[src/rtl/mtimer_if.sv]
// Request/response bus between a core-side master and the machine timer.
// One request per cycle, response exactly one cycle later, no back-pressure.
interface mtimer_if #(
    parameter int XLEN = 32
);
    logic            req_valid;
    logic            req_write;
    logic [4:0]      req_addr;
    logic [XLEN-1:0] req_wdata;
    logic            resp_valid;
    logic [XLEN-1:0] resp_rdata;
    logic            resp_err;

    modport master (
        output req_valid, req_write, req_addr, req_wdata,
        input  resp_valid, resp_rdata, resp_err
    );

    modport slave (
        input  req_valid, req_write, req_addr, req_wdata,
        output resp_valid, resp_rdata, resp_err
    );
endinterface

[src/rtl/mtimer.sv]
// RISC-V style machine timer: 64-bit mtime with prescaler, mtimecmp compare,
// hi-shadow for coherent 64-bit reads, and a registered MTI pending level.
module mtimer #(
    parameter int XLEN       = 32,
    parameter int PRESCALE_W = 16
) (
    input  logic     clk,
    input  logic     rst_n,
    mtimer_if.slave  bus,
    output logic     mti_pending
);
    localparam logic [2:0] IDX_MTIME_LO = 3'd0;
    localparam logic [2:0] IDX_MTIME_HI = 3'd1;
    localparam logic [2:0] IDX_CMP_LO   = 3'd2;
    localparam logic [2:0] IDX_CMP_HI   = 3'd3;
    localparam logic [2:0] IDX_CTRL     = 3'd4;

    logic [63:0]           mtime_q, mtime_d;
    logic [63:0]           mtimecmp_q, mtimecmp_d;
    logic [XLEN-1:0]       shadow_q, shadow_d;
    logic [PRESCALE_W-1:0] presc_q, presc_d;
    logic [PRESCALE_W-1:0] div_q, div_d;
    logic                  en_q, en_d;
    logic                  resp_valid_q, resp_valid_d;
    logic [XLEN-1:0]       resp_rdata_q, resp_rdata_d;
    logic                  resp_err_q, resp_err_d;
    logic                  mti_q, mti_d;

    logic [2:0]      idx;
    logic            mapped;
    logic            rd_en;
    logic            wr_en;
    logic            tick;
    logic [XLEN-1:0] rd_val;
    logic [XLEN-1:0] ctrl_rd;
    logic            unused_addr_bits;

    assign idx              = bus.req_addr[4:2];
    assign unused_addr_bits = ^bus.req_addr[1:0];
    assign mapped           = (idx <= IDX_CTRL);
    assign rd_en            = bus.req_valid && !bus.req_write;
    assign wr_en            = bus.req_valid && bus.req_write && mapped;
    assign tick             = en_q && (presc_q == div_q);

    always_comb begin
        ctrl_rd = '0;
        ctrl_rd[PRESCALE_W:0] = {div_q, en_q};
        case (idx)
            IDX_MTIME_LO: rd_val = mtime_q[31:0];
            IDX_MTIME_HI: rd_val = shadow_q;
            IDX_CMP_LO:   rd_val = mtimecmp_q[31:0];
            IDX_CMP_HI:   rd_val = mtimecmp_q[63:32];
            IDX_CTRL:     rd_val = ctrl_rd;
            default:      rd_val = '0;
        endcase
    end

    always_comb begin
        mtime_d    = tick ? mtime_q + 64'd1 : mtime_q;
        presc_d    = en_q ? (tick ? '0 : presc_q + 1'b1) : presc_q;
        mtimecmp_d = mtimecmp_q;
        shadow_d   = shadow_q;
        en_d       = en_q;
        div_d      = div_q;

        if (rd_en && idx == IDX_MTIME_LO) begin
            shadow_d = mtime_q[63:32];
        end

        // A write to either mtime half overrides the increment; the other half keeps its old value.
        if (wr_en) begin
            case (idx)
                IDX_MTIME_LO: begin
                    mtime_d = {mtime_q[63:32], bus.req_wdata};
                    presc_d = '0;
                end
                IDX_MTIME_HI: begin
                    mtime_d = {bus.req_wdata, mtime_q[31:0]};
                    presc_d = '0;
                end
                IDX_CMP_LO: mtimecmp_d = {mtimecmp_q[63:32], bus.req_wdata};
                IDX_CMP_HI: mtimecmp_d = {bus.req_wdata, mtimecmp_q[31:0]};
                IDX_CTRL: begin
                    en_d    = bus.req_wdata[0];
                    div_d   = bus.req_wdata[PRESCALE_W:1];
                    presc_d = '0;
                end
                default: ;
            endcase
        end

        resp_valid_d = bus.req_valid;
        resp_err_d   = bus.req_valid && !mapped;
        resp_rdata_d = (rd_en && mapped) ? rd_val : '0;
        mti_d        = (mtime_q >= mtimecmp_q);
    end

    always_ff @(posedge clk or negedge rst_n) begin
        if (!rst_n) begin
            mtime_q      <= '0;
            mtimecmp_q   <= '1;
            shadow_q     <= '0;
            presc_q      <= '0;
            div_q        <= '0;
            en_q         <= 1'b0;
            resp_valid_q <= 1'b0;
            resp_rdata_q <= '0;
            resp_err_q   <= 1'b0;
            mti_q        <= 1'b0;
        end else begin
            mtime_q      <= mtime_d;
            mtimecmp_q   <= mtimecmp_d;
            shadow_q     <= shadow_d;
            presc_q      <= presc_d;
            div_q        <= div_d;
            en_q         <= en_d;
            resp_valid_q <= resp_valid_d;
            resp_rdata_q <= resp_rdata_d;
            resp_err_q   <= resp_err_d;
            mti_q        <= mti_d;
        end
    end

    assign bus.resp_valid = resp_valid_q;
    assign bus.resp_rdata = resp_rdata_q;
    assign bus.resp_err   = resp_err_q;
    assign mti_pending    = mti_q;
endmodule

[src/flat_wrapper.sv]
// flat-port wrapper written by rule: the top's interface ports become plain ports
module mtimer_flat 
#(
    parameter int XLEN       = 32,
    parameter int PRESCALE_W = 16
)
  (clk, rst_n, mti_pending, bus_req_valid, bus_req_write, bus_req_addr, bus_req_wdata, bus_resp_valid, bus_resp_rdata, bus_resp_err);
  mtimer_if #(.XLEN(XLEN)) bus_i ();
  input  logic clk;
  input  logic rst_n;
  output logic mti_pending;
  input wire logic [$bits(bus_i.req_valid)-1:0] bus_req_valid;
  input wire logic [$bits(bus_i.req_write)-1:0] bus_req_write;
  input wire logic [$bits(bus_i.req_addr)-1:0] bus_req_addr;
  input wire logic [$bits(bus_i.req_wdata)-1:0] bus_req_wdata;
  output wire logic [$bits(bus_i.resp_valid)-1:0] bus_resp_valid;
  output wire logic [$bits(bus_i.resp_rdata)-1:0] bus_resp_rdata;
  output wire logic [$bits(bus_i.resp_err)-1:0] bus_resp_err;
  assign bus_i.req_valid = bus_req_valid;
  assign bus_i.req_write = bus_req_write;
  assign bus_i.req_addr = bus_req_addr;
  assign bus_i.req_wdata = bus_req_wdata;
  assign bus_resp_valid = bus_i.resp_valid;
  assign bus_resp_rdata = bus_i.resp_rdata;
  assign bus_resp_err = bus_i.resp_err;
  mtimer #(.XLEN(XLEN), .PRESCALE_W(PRESCALE_W)) u_core (.clk(clk), .rst_n(rst_n), .bus(bus_i), .mti_pending(mti_pending));
endmodule
[config.mk]
export PLATFORM = sky130hd
export DESIGN_NAME = mtimer_flat
export DESIGN_NICKNAME = d
export VERILOG_FILES = /design/src/rtl/mtimer_if.sv /design/src/rtl/mtimer.sv /design/src/flat_wrapper.sv
export SDC_FILE = /design/constraint.sdc
export NUM_CORES = 1
export LEC_CHECK = 0
export BUFFER_PORTS_ARGS = -buffer_cell sky130_fd_sc_hd__buf_2
export CELL_PAD_IN_SITES_DETAIL_PLACEMENT = 0
export CELL_PAD_IN_SITES_GLOBAL_PLACEMENT = 2
export CORE_MARGIN = 2
export CORE_UTILIZATION = 40
export DETAILED_ROUTE_END_ITERATION = 10
export PLACE_DENSITY_LB_ADDON = 0.1
export SYNTH_ARGS = -nofsm -noshare
export SYNTH_HDL_FRONTEND = slang
export SYNTH_SLANG_ARGS = --single-unit
export TNS_END_PERCENT = 100
[constraint.sdc]
create_clock -name clk -period 3.2 [get_ports clk]
set_input_delay 0.16 -clock clk [delete_from_list [all_inputs] [get_ports clk]]
set_output_delay 0.16 -clock clk [all_outputs]
set_load 0.005 [all_outputs]
==> flow_metrics.tcl <==
set metrics [dict create \
    status "completed" \
    overflow 0 \
    r2r-end "u_core.mtime_q[40]" \
    critical_path_class "register to register" \
    r2r_cells 7 \
    grt_pass1_wl_um 66100 \
    hold_viol 0 \
    insertion_delay_ps 550 \
    crit_arrival_ps 3330 \
    place_congestion 0.8684 \
    first_global_vias 10690 \
    p_leak_nw 6.749 \
    seqCellArea_um2 5786 \
    finalSetupTns_ps 0 \
    nNetsFinal 1567 \
    dr.first_iter.drc_count 620 \
    setup_ws_ps 329.7 \
    min_period_ps 2870 \
    yosys_register_bits 228 \
    syn_area_um2 13120 \
    avgSynthCellArea_um2 9.976 \
    synth-seq-area-share_pct 44.10 \
    die-area_um2 34260 \
    end_kind "register" \
    die_w_um 185.1 \
    initial_core_util_pct 40.42 \
    grt_antenna_before_repair 0 \
    cts_root_buf "clkbuf_16" \
    cp-start-kind "register" \
    synthTopCellsByArea "dfrtp_1, dfstp_2, mux2_2, ha_1, nor2_1" \
    ys_types 73 \
    hold_depth 2 \
    fillers 3118 \
    post-place-ws_ps 378.9 \
    slew-limit-headroom_pct 36.16 \
    ioPinCount 76 \
    vias 10840 \
    powerDensity_nw_per_um2 636.8 \
    fin_crit_sh_pct 89.70 \
    skew_ps 9.758 \
    clock-sinks 228 \
    max_slew.worst_pin.slew_ps 957.6 \
    hold_class "primary input to register" \
    cp_max_fo 7 \
    drc 0 \
    area_growth_pct 19.79 \
    multi_input_area_um2 6805 \
    io_buffers 73 \
    setup_viol 0 \
    drtAntennaViolNets 0 \
    synth_flop_cell "dfrtp_1" \
    syn_nets 1422 \
    grt_util_all_layers_pct 25.52 \
    r2r_start "u_core.mtime_q[0]" \
    die_h_um 185.1 \
    utilization_pct 48.42 \
    ys_warn_count 0 \
    hold_end "u_core.mtime_q[0]" \
    drtPass1Iterations 5 \
    num_rows 66 \
    drt-total-wl_um 42830 \
    drv_slew 0 \
    synthArstFlopShare_pct 100.0 \
    syn-instance-count 1315 \
    grt_max_degree 113 \
    rsz0062_at_grt "false" \
    regToRegSetupSlack_ps 330 \
    drive_gt1_share_pct 25.57 \
    ir_drop_mv 0.4068 \
    cp.required_ps 3660 \
    tritoncts "built" \
    cts.path.max_buffers 3 \
    yosys.area.top_type "dfrtp_1" \
    max_freq_mhz 348.4 \
    routedWlPerCell_um 22.26 \
    dp_hpwl_um 30710 \
    synth_top_area_share_pct 31.28 \
    power.total_mw 10.01 \
    final-instance-count-excl-fill 1924 \
    numCtsBuffers 28 \
    min_from "bus_req_wdata[0]" \
    synth_edf_count 0 \
    cts.htree.levels 1 \
    dp_cells 1839 \
    drt-vias-per-instance 5.635 \
    cts_setup_buffers 0 \
    cap_violations 0 \
    coreArea_um2 32450 \
    n_antenna_cell 0 \
    clk_pin_slew_ps 60 \
]
-- synthesized netlist by cell type (all sizes together) (19+ instances only) --
master / count
mux2i: 27
nand4: 47
a21oi: 73
nand2: 96
a211oi: 19
dfrtp: 164
o22ai: 22
nor4: 23
dfstp: 64
nor2: 101
nor3: 30
a22oi: 20
ha: 66
xnor2: 19
nand3: 40
clkbuf: 59
o21ai: 60
inv: 75
mux2: 81
-- report_power, final --
part	total (mW)	internal [mW]	switching (mW)	leakage, nW
combinational	2.57	1.22	1.35	3.56
sequential	4.17	3.61	0.565	2.72
clock	3.27	2.01	1.25	0.470
-- sequential cells by signal (all words and copies together) (netlist names) --
signal	count
u_core.bus.resp_valid	1
u_core.mti_pending	1
u_core.mtimecmp_q	64
u_core.bus.resp_err	1
u_core.div_q	16
u_core.shadow_q	32
u_core.en_q	1
u_core.presc_q	16
u_core.bus.resp_rdata	32
u_core.mtime_q	64
-- final cells by class --
cell class | count | share of cell area, %
clock buffer | 43 | 5.271
timing repair buffer | 184 | 8.535
tap | 442 | 3.519
multi-input combinational | 943 | 43.30
clock inverter | 9 | 0.7643
inverter | 75 | 1.791
sequential | 228 | 36.82
-- per-layer routing --
layer / vias to the layer above / share of wire (%) / GRT usage [%]
li1: 5129 / - / -
met1: 5420 / 49 / 38.64
met2: 250 / 44 / 39.37
met3: 42 / 4.7 / 2.772
met4: 0 / 1.8 / 5.270
met5: - / 0 / 0
-- cells by family after synthesis --
| logic type | count (synthesis) | synth area share, % |
|---|---|---|
| AOI/OAI and AO/OA | 274 | 13.38 |
| muxes | 123 | 11.59 |
| xor gates and xnor gates | 34 | 2.613 |
| buffers and inverters | 144 | 4.254 |
| adders and majority gates | 66 | 6.295 |
| and+or+nand+nor | 446 | 17.77 |
| DFF | 228 | 44.10 |
-- cells in the final DEF, fill, tap and decap left out, types with 22 or more instances in the layout --
cell type,netlist,final
mux2i_1,27,27
nand4_1,46,46
nand3_1,40,39
nor2_1,101,101
buf_2,5,72
o22ai_1,22,22
inv_1,75,75
dfrtp_1,164,164
dlygate4sd3_1,0,33
clkbuf_16,0,29
mux2_2,81,81
nor3_1,27,26
a21oi_1,73,73
nand2_1,96,96
dfstp_2,64,64
o21ai_0,53,53
buf_4,1,74
ha_1,66,66
-- timing repair --
action / in CTS / in global routing
gates resized for setup: 0 / 0
hold endpoints to repair: 195 / 0
hold buffers: 33 / 0
-- worst max path at each step --
stage / start / endpoint / slack, ps
floorplan: u_core.div_q[14] / u_core.mtime_q[40] / 840
global placement: u_core.mtime_q[0] / u_core.mtime_q[40] / 390
detailed placement: u_core.mtime_q[0] / u_core.mtime_q[40] / 380
CTS: u_core.mtime_q[0] / u_core.mtime_q[40] / 350
global route: u_core.mtime_q[0] / u_core.mtime_q[40] / 190
finish: u_core.mtime_q[0] / u_core.mtime_q[40] / 330
-- per-stage QoR --
stage               cell area [um2]  hold slack [ps]
finish                        15720            37.95
global route                  15720            21.59
CTS                           15720            21.62
detailed placement            14440            317.1
global placement              14440            316.8
floorplan                     13120           -135.6
-- critical path: stages, from the launching register on --
cell and delay [ps]:
dfrtp_1 480, ha_1 240, nand3_1 180, nor3_1 430, nand2_1 260, or4b_4 660, or3_1 370, a31oi_1 160
No activity file was read; power rests on OpenSTA's default activity.
